===== config.mk =====
export PLATFORM = sky130hd
export DESIGN_NAME = ip_forward_seq
export DESIGN_NICKNAME = d
export VERILOG_FILES = /design/src/rtl/ip_fwd_seq_pkg.sv /design/src/rtl/ip_result_fifo.sv /design/src/rtl/ip_forward_seq.sv
export SDC_FILE = /design/constraint.sdc
export NUM_CORES = 2
export LEC_CHECK = 0
export CORE_MARGIN = 4
export CORE_UTILIZATION = 55
export DETAILED_ROUTE_END_ITERATION = 16
export GPL_ROUTABILITY_DRIVEN = 0
export PLACE_DENSITY = 0.71
export SLEW_MARGIN = 20
export SYNTH_ARGS = -nofsm -noshare
export SYNTH_HDL_FRONTEND = slang
export SYNTH_SLANG_ARGS = --single-unit

===== constraint.sdc =====
create_clock -name clk -period 5.2 [get_ports clk]
set_input_delay 0.52 -clock clk [delete_from_list [all_inputs] [get_ports clk]]
set_output_delay 0.52 -clock clk [all_outputs]
set_load 0.02 [all_outputs]

===== src/rtl/ip_fwd_seq_pkg.sv =====
// Shared types for the ip_forward_seq layer sequencer: FSM states, default tag
// width, result record and the optional negative-clamp helper.
package ip_fwd_seq_pkg;

    localparam int ID_W_DEFAULT = 8;

    typedef enum logic [1:0] {
        S_IDLE,
        S_ISSUE,
        S_DRAIN,
        S_DONE
    } seq_state_t;

    typedef struct packed {
        logic [31:0]             data;
        logic [ID_W_DEFAULT-1:0] id;
    } result_t;

    function automatic logic [31:0] relu32(input logic [31:0] v);
        return v[31] ? 32'h0 : v;
    endfunction

endpackage


===== src/rtl/ip_result_fifo.sv =====
// Result FIFO with a registered head entry; cnt_o counts every stored entry,
// including the one currently presented on data_o.
module ip_result_fifo #(
    parameter int W     = 40,
    parameter int DEPTH = 32
) (
    input  logic                    clk,
    input  logic                    reset,
    input  logic                    push_i,
    input  logic [W-1:0]            push_data_i,
    input  logic                    pop_i,
    output logic                    valid_o,
    output logic [W-1:0]            data_o,
    output logic [$clog2(DEPTH):0]  cnt_o
);
    localparam int AW = $clog2(DEPTH);

    logic [W-1:0]  mem_q [DEPTH];
    logic [AW-1:0] wr_q, rd_q, rd_d;
    logic [AW:0]   cnt_q, cnt_d;
    logic          valid_q;
    logic [W-1:0]  head_q, head_d;
    logic          do_pop;

    assign do_pop = pop_i && valid_q;

    // The head register is reloaded from the entry that becomes oldest, or
    // straight from the push data when the FIFO would otherwise be empty.
    always_comb begin
        rd_d   = rd_q + AW'(do_pop);
        cnt_d  = cnt_q + (AW+1)'(push_i) - (AW+1)'(do_pop);
        head_d = head_q;
        if (cnt_q - (AW+1)'(do_pop) == '0) begin
            if (push_i) head_d = push_data_i;
        end else begin
            head_d = mem_q[rd_d];
        end
    end

    always_ff @(posedge clk) begin
        if (push_i) mem_q[wr_q] <= push_data_i;
    end

    always_ff @(posedge clk or negedge reset) begin
        if (!reset) begin
            wr_q    <= '0;
            rd_q    <= '0;
            cnt_q   <= '0;
            valid_q <= 1'b0;
            head_q  <= '0;
        end else begin
            wr_q    <= wr_q + AW'(push_i);
            rd_q    <= rd_d;
            cnt_q   <= cnt_d;
            valid_q <= (cnt_d != '0);
            head_q  <= head_d;
        end
    end

    assign valid_o = valid_q;
    assign data_o  = head_q;
    assign cnt_o   = cnt_q;

    no_overflow: assert property (@(posedge clk) disable iff (!reset)
        !(push_i && cnt_q == (AW+1)'(DEPTH)))
        else $error("push into full result FIFO");

endmodule


===== src/rtl/ip_forward_seq.sv =====
// Layer sequencer for the ip_forward dot-product pipeline: issues weight rows, tracks
// in-flight slots, buffers tagged results. Define IP_FWD_SEQ_RELU_EN to zero negatives at push.
module ip_forward_seq
    import ip_fwd_seq_pkg::*;
#(
    parameter int DP_LAT     = 20,
    parameter int FIFO_DEPTH = 32,
    parameter int ID_W       = ID_W_DEFAULT
) (
    input  logic            clk,
    input  logic            reset,
    input  logic            start,
    input  logic [ID_W-1:0] num_out,
    output logic            busy,
    output logic            done,
    output logic            w_rd,
    output logic [ID_W-1:0] w_addr,
    output logic [ID_W-1:0] dp_id,
    input  logic [31:0]     dp_out_data,
    input  logic [ID_W-1:0] dp_out_id,
    output logic            out_valid,
    input  logic            out_ready,
    output logic [31:0]     out_data,
    output logic [ID_W-1:0] out_id,
    output logic            id_err
);
    localparam int CW   = $clog2(DP_LAT + FIFO_DEPTH + 2);
    localparam int CNTW = $clog2(FIFO_DEPTH) + 1;
    localparam int FW   = 32 + ID_W;

    seq_state_t      state_q, state_d;
    logic [ID_W-1:0] row_q, row_d, num_q, num_d;
    logic            id_err_q, id_err_d;
    logic [DP_LAT:0] vld_q;
    logic [ID_W-1:0] exp_q [DP_LAT+1];
    logic            issue, push, pop, drain_done;
    logic [CW-1:0]   inflight, credits;
    logic [CNTW-1:0] fifo_cnt;
    logic [31:0]     push_val;
    logic [FW-1:0]   fifo_dout;

    assign push = vld_q[DP_LAT];
    assign pop  = out_valid && out_ready;

`ifdef IP_FWD_SEQ_RELU_EN
    assign push_val = relu32(dp_out_data);
`else
    assign push_val = dp_out_data;
`endif

    always_comb begin
        inflight = '0;
        for (int unsigned i = 0; i < DP_LAT + 1; i++) inflight = inflight + CW'(vld_q[i]);
        credits = inflight + CW'(fifo_cnt);
    end

    // Drained once nothing is in flight and the FIFO empties at this edge.
    assign drain_done = (inflight == '0) &&
                        ((fifo_cnt == '0) || (fifo_cnt == CNTW'(1) && pop));

    always_comb begin
        state_d  = state_q;
        row_d    = row_q;
        num_d    = num_q;
        id_err_d = id_err_q;
        issue    = 1'b0;
        if (push && dp_out_id != exp_q[DP_LAT]) id_err_d = 1'b1;
        case (state_q)
            S_IDLE: begin
                if (start) begin
                    num_d    = num_out;
                    row_d    = '0;
                    id_err_d = 1'b0;
                    // An empty job passes through DRAIN so done keeps its usual offset.
                    state_d  = (num_out == '0) ? S_DRAIN : S_ISSUE;
                end
            end
            S_ISSUE: begin
                if (credits < CW'(FIFO_DEPTH)) begin
                    issue = 1'b1;
                    row_d = row_q + ID_W'(1);
                    if (row_q == num_q - ID_W'(1)) state_d = S_DRAIN;
                end
            end
            S_DRAIN: if (drain_done) state_d = S_DONE;
            S_DONE:  state_d = S_IDLE;
            default: state_d = S_IDLE;
        endcase
    end

    always_ff @(posedge clk or negedge reset) begin
        if (!reset) begin
            state_q  <= S_IDLE;
            row_q    <= '0;
            num_q    <= '0;
            id_err_q <= 1'b0;
            vld_q    <= '0;
            for (int unsigned i = 0; i < DP_LAT + 1; i++) exp_q[i] <= '0;
        end else begin
            state_q  <= state_d;
            row_q    <= row_d;
            num_q    <= num_d;
            id_err_q <= id_err_d;
            vld_q    <= {vld_q[DP_LAT-1:0], issue};
            if (issue) exp_q[0] <= row_q;
            for (int unsigned i = 1; i < DP_LAT + 1; i++) exp_q[i] <= exp_q[i-1];
        end
    end

    ip_result_fifo #(
        .W     (FW),
        .DEPTH (FIFO_DEPTH)
    ) u_fifo (
        .clk         (clk),
        .reset       (reset),
        .push_i      (push),
        .push_data_i ({push_val, dp_out_id}),
        .pop_i       (out_ready),
        .valid_o     (out_valid),
        .data_o      (fifo_dout),
        .cnt_o       (fifo_cnt)
    );

    assign busy     = (state_q == S_ISSUE) || (state_q == S_DRAIN);
    assign done     = (state_q == S_DONE);
    assign w_rd     = issue;
    assign w_addr   = row_q;
    assign dp_id    = exp_q[0];
    assign id_err   = id_err_q;
    assign out_data = fifo_dout[FW-1:ID_W];
    assign out_id   = fifo_dout[ID_W-1:0];

endmodule


==> results_dict.tcl <==
set metrics [dict create \
    status "finished with violations" \
    violations "setup timing" \
    io_buffers 112 \
    clk_path_buf_depth 3 \
    clkLatencyLatePin_ns 0.76 \
    critPathRequiredTime_ns 4.68 \
    max_cap_violations 0 \
    design_area_um2 67170 \
    areaGrowthSynthToFinish_pct 15.19 \
    vias_per_cell 6.362 \
    numCtsBuffers 151 \
    grt_max_degree 123 \
    post-route-min-period_ns 6.286 \
    crit_path_start_kind "flip-flop" \
    synth_nets 2862 \
    async_reset_ff_share_pct 17.15 \
    fin_skew_ns 0.03261 \
    nNetsFinal 3108 \
    synth_top_area_cell "edfxtp_1" \
    drive_above_1_share_pct 26.64 \
    drt_wl_total_mm 136.1 \
    arrival_ns 5.77 \
    wl_per_cell_um 30.07 \
    dpl_cell_area_um2 62070 \
    ctsRootBufferMaster "clkbuf_16" \
    hold_class "in2reg" \
    grt_util_met2_pct 40.59 \
    p_leak_nw 22.93 \
    path_class "reg2out" \
    first_pass_iters 5 \
    avgSynthCellArea_um2 21.11 \
    synthCells 2763 \
    clkSinkCount 1545 \
    ys_types 61 \
    synth_compound_area_share_pct 1.515 \
    fin_ws_ns -1.086 \
    yosysTopAreaCellShare_pct 65.91 \
    dieWidth_um 333.6 \
    coreArea_um2 105300 \
    max_slew_margin_pct 27.62 \
    end_kind "output pin" \
    start_util_pct 55.40 \
    powerDensity_nw_per_um2 782.8 \
    synth-edff-count 1280 \
    grt_overflow 0 \
    rows 119 \
    htreeDepth 4 \
    grt.total_usage_pct 24.94 \
    cts_tree "yes" \
    met1_usage_pct 35.34 \
    synth_area_um2 58310 \
    worst_pin_slew_ns 1.082 \
    multi_input_area_um2 12910 \
    antenna_cells 0 \
    clk_pin_slew_worst_paths_ns 0.06 \
    synthAdderAreaFrac_pct 1.214 \
    hold_viol 0 \
    first_iter_violations 3453 \
    grt_pass1_wl_mm 202.1 \
    final-seq-area_um2 45070 \
    ant_nets 0 \
    clock.fmax_mhz 159.1 \
    finalSetupViolations 20 \
    synth_top_family_by_area "multiplexers" \
    synth_area_leaders "edfxtp_1 66%, mux4_2 14%, dfrtp_1 11%" \
    synthMuxAreaShare_pct 15.12 \
    ir_drop_mv 3.934 \
    use_met3_pct 4.340 \
    fillers 6785 \
    antenna_found_initial 4 \
    ios 113 \
    yosys.area_share.xor_xnor_pct 0.4506 \
    die-area_um2 111300 \
    top_usage_layer "met2" \
    grt_setup_unrepaired "yes" \
    ys_warn_count 0 \
    synth-main-ff-cell "edfxtp_1" \
    finalCritPeriodShare_pct 120.9 \
    worstPathMaxFanout 2 \
    drc 0 \
    maxSlewViolCount 0 \
    timing.hold.ws_ns 0.2903 \
    dieHeight_um 333.6 \
    synthSimpleGateAreaFrac_pct 2.935 \
    hpwlAfterDp_mm 72.53 \
    ys_ff_latch 1545 \
    grt_pass1_vias 30300 \
    ys_seq_area_share_pct 77.29 \
    vias 28790 \
]
layout by cell type (no fill, tap or decap), drive strengths merged, types with 13 or more instances in the layout:
cell,n
nand3,48
o221ai,36
clkinv,43
dfrtp,265
buf,149
xor2,18
ha,31
edfxtp,1280
mux2,17
nand2,239
fa,16
inv,67
o21ai,48
mux4,364
clkdlybuf4s50,82
mux2i,43
a21oi,13
clkbuf,211
nor2,45
bufinv,14
synthesized netlist by cell type, drive strengths merged (2+ instances only):
library cell / instances
edfxtp: 1280
mux4: 364
dfrtp: 265
nand2: 239
buf: 70
clkbuf: 70
inv: 60
nand3: 48
o21ai: 48
nor2: 45
mux2i: 43
o221ai: 36
ha: 31
xor2: 18
mux2: 17
fa: 16
a21oi: 13
xnor2: 12
nand3b: 9
nor3: 9
or3: 6
nand2b: 5
a22oi: 4
nor2b: 4
o211ai: 4
o21bai: 4
a31oi: 3
and2: 3
nand4: 3
nor4: 3
o21a: 3
a211oi: 2
nand4b: 2
nor3b: 2
nor4b: 2
o311ai: 2
or4: 2
or4b: 2
worst paths after layout:
check | slack (ns) | cells after the start | endpoint | start
worst min-delay path | 0.29 | 1 | u_fifo.mem_q[11][9] | dp_out_data[1]
worst max register to register | -0.53 | 21 | w_addr[6] | vld_q[0]
max in group asynchronous | 3.34 | 3 | u_fifo.rd_q[4] | reset
min in group asynchronous | 0.47 | 2 | num_q[4] | reset
worst min register to register | 0.34 | 0 | exp_q[110] | exp_q[118]
worst max-delay path | -1.09 | 19 | w_rd | vld_q[0]
worst max-delay path: stages, from the launching register on:
cell	delay [ns]
dfrtp_1	0.36
inv_2	0.04
fa_1	0.56
fa_1	0.44
fa_1	0.49
fa_1	0.52
fa_1	0.43
fa_2	0.40
fa_2	0.41
nand2b_4	0.16
a21oi_4	0.16
ha_4	0.23
buf_4	0.14
nand3b_1	0.09
a21oi_1	0.06
nor3_2	0.11
buf_4	0.16
nand2_8	0.06
inv_6	0.08
buf_6	0.11
layer usage:
layer / wire length [um] / vias up
met5: 52 / -
met4: 3724 / 6
met3: 12050 / 253
met2: 67950 / 1556
met1: 52320 / 15370
li1: - / 11600
registers in the layout, indices dropped and copies added (netlist names):
register        flops
u_fifo.cnt_o        6
exp_q             160
vld_q              21
dp_id               8
u_fifo.valid_o      1
u_fifo.data_o      40
w_addr              8
id_err              1
state_q             2
u_fifo.mem_q     1280
u_fifo.wr_q         5
u_fifo.rd_q         5
num_q               8
metrics by stage:
step	total power, mW	cells	setup slack, ns	TNS (ns)	util [%]
after floorplan	30.75	2763	-0.2670	-1.252	-
after detailed placement	37.57	4237	-0.8518	-7.553	58.96
after CTS	52.60	4523	-1.150	-8.356	63.90
after global routing	55.32	4525	-1.292	-12.17	63.81
final	52.58	4525	-1.086	-8.455	63.81
after global placement	36.81	4234	-0.7781	-5.797	58.88
final cells by class:
class	count	share of cell area, %
Tap cell	1391	2.591
Timing Repair Buffer	233	3.351
Clock inverter	67	1.149
Sequential cell	1545	67.10
Multi-Input combinational cell	1018	19.22
Inverter	60	0.3446
Clock buffer	211	6.246
what timing repair did:
| action | 4_1_cts | 5_1_grt |
|---|---|---|
| endpoints found under the setup margin | 19 | 20 |
| pin swaps | 17 | 4 |
| gates resized for setup | 38 | 8 |
| cloned | 2 | 0 |
| hold endpoints to repair | 109 | 0 |
| buffers inserted | 5 | 3 |
| hold buffers | 1 | 0 |
logic make-up after synthesis:
group                    Yosys count
AND/OR/NAND/NOR                  389
multiplexers                     424
XOR/XNOR                          30
adder cells (fa/ha/maj)           47
buffers and inverters            200
flip-flops                      1545
AO/OA/AOI/OAI                    128
power breakdown:
part / leakage (nW) / switching (mW) / internal [mW]
Sequential: 14.8 / 0.673 / 14.9
Combinational: 5.69 / 12.4 / 13.7
Clock: 2.43 / 4.48 / 6.36
No activity file was read; power rests on OpenSTA's default activity.
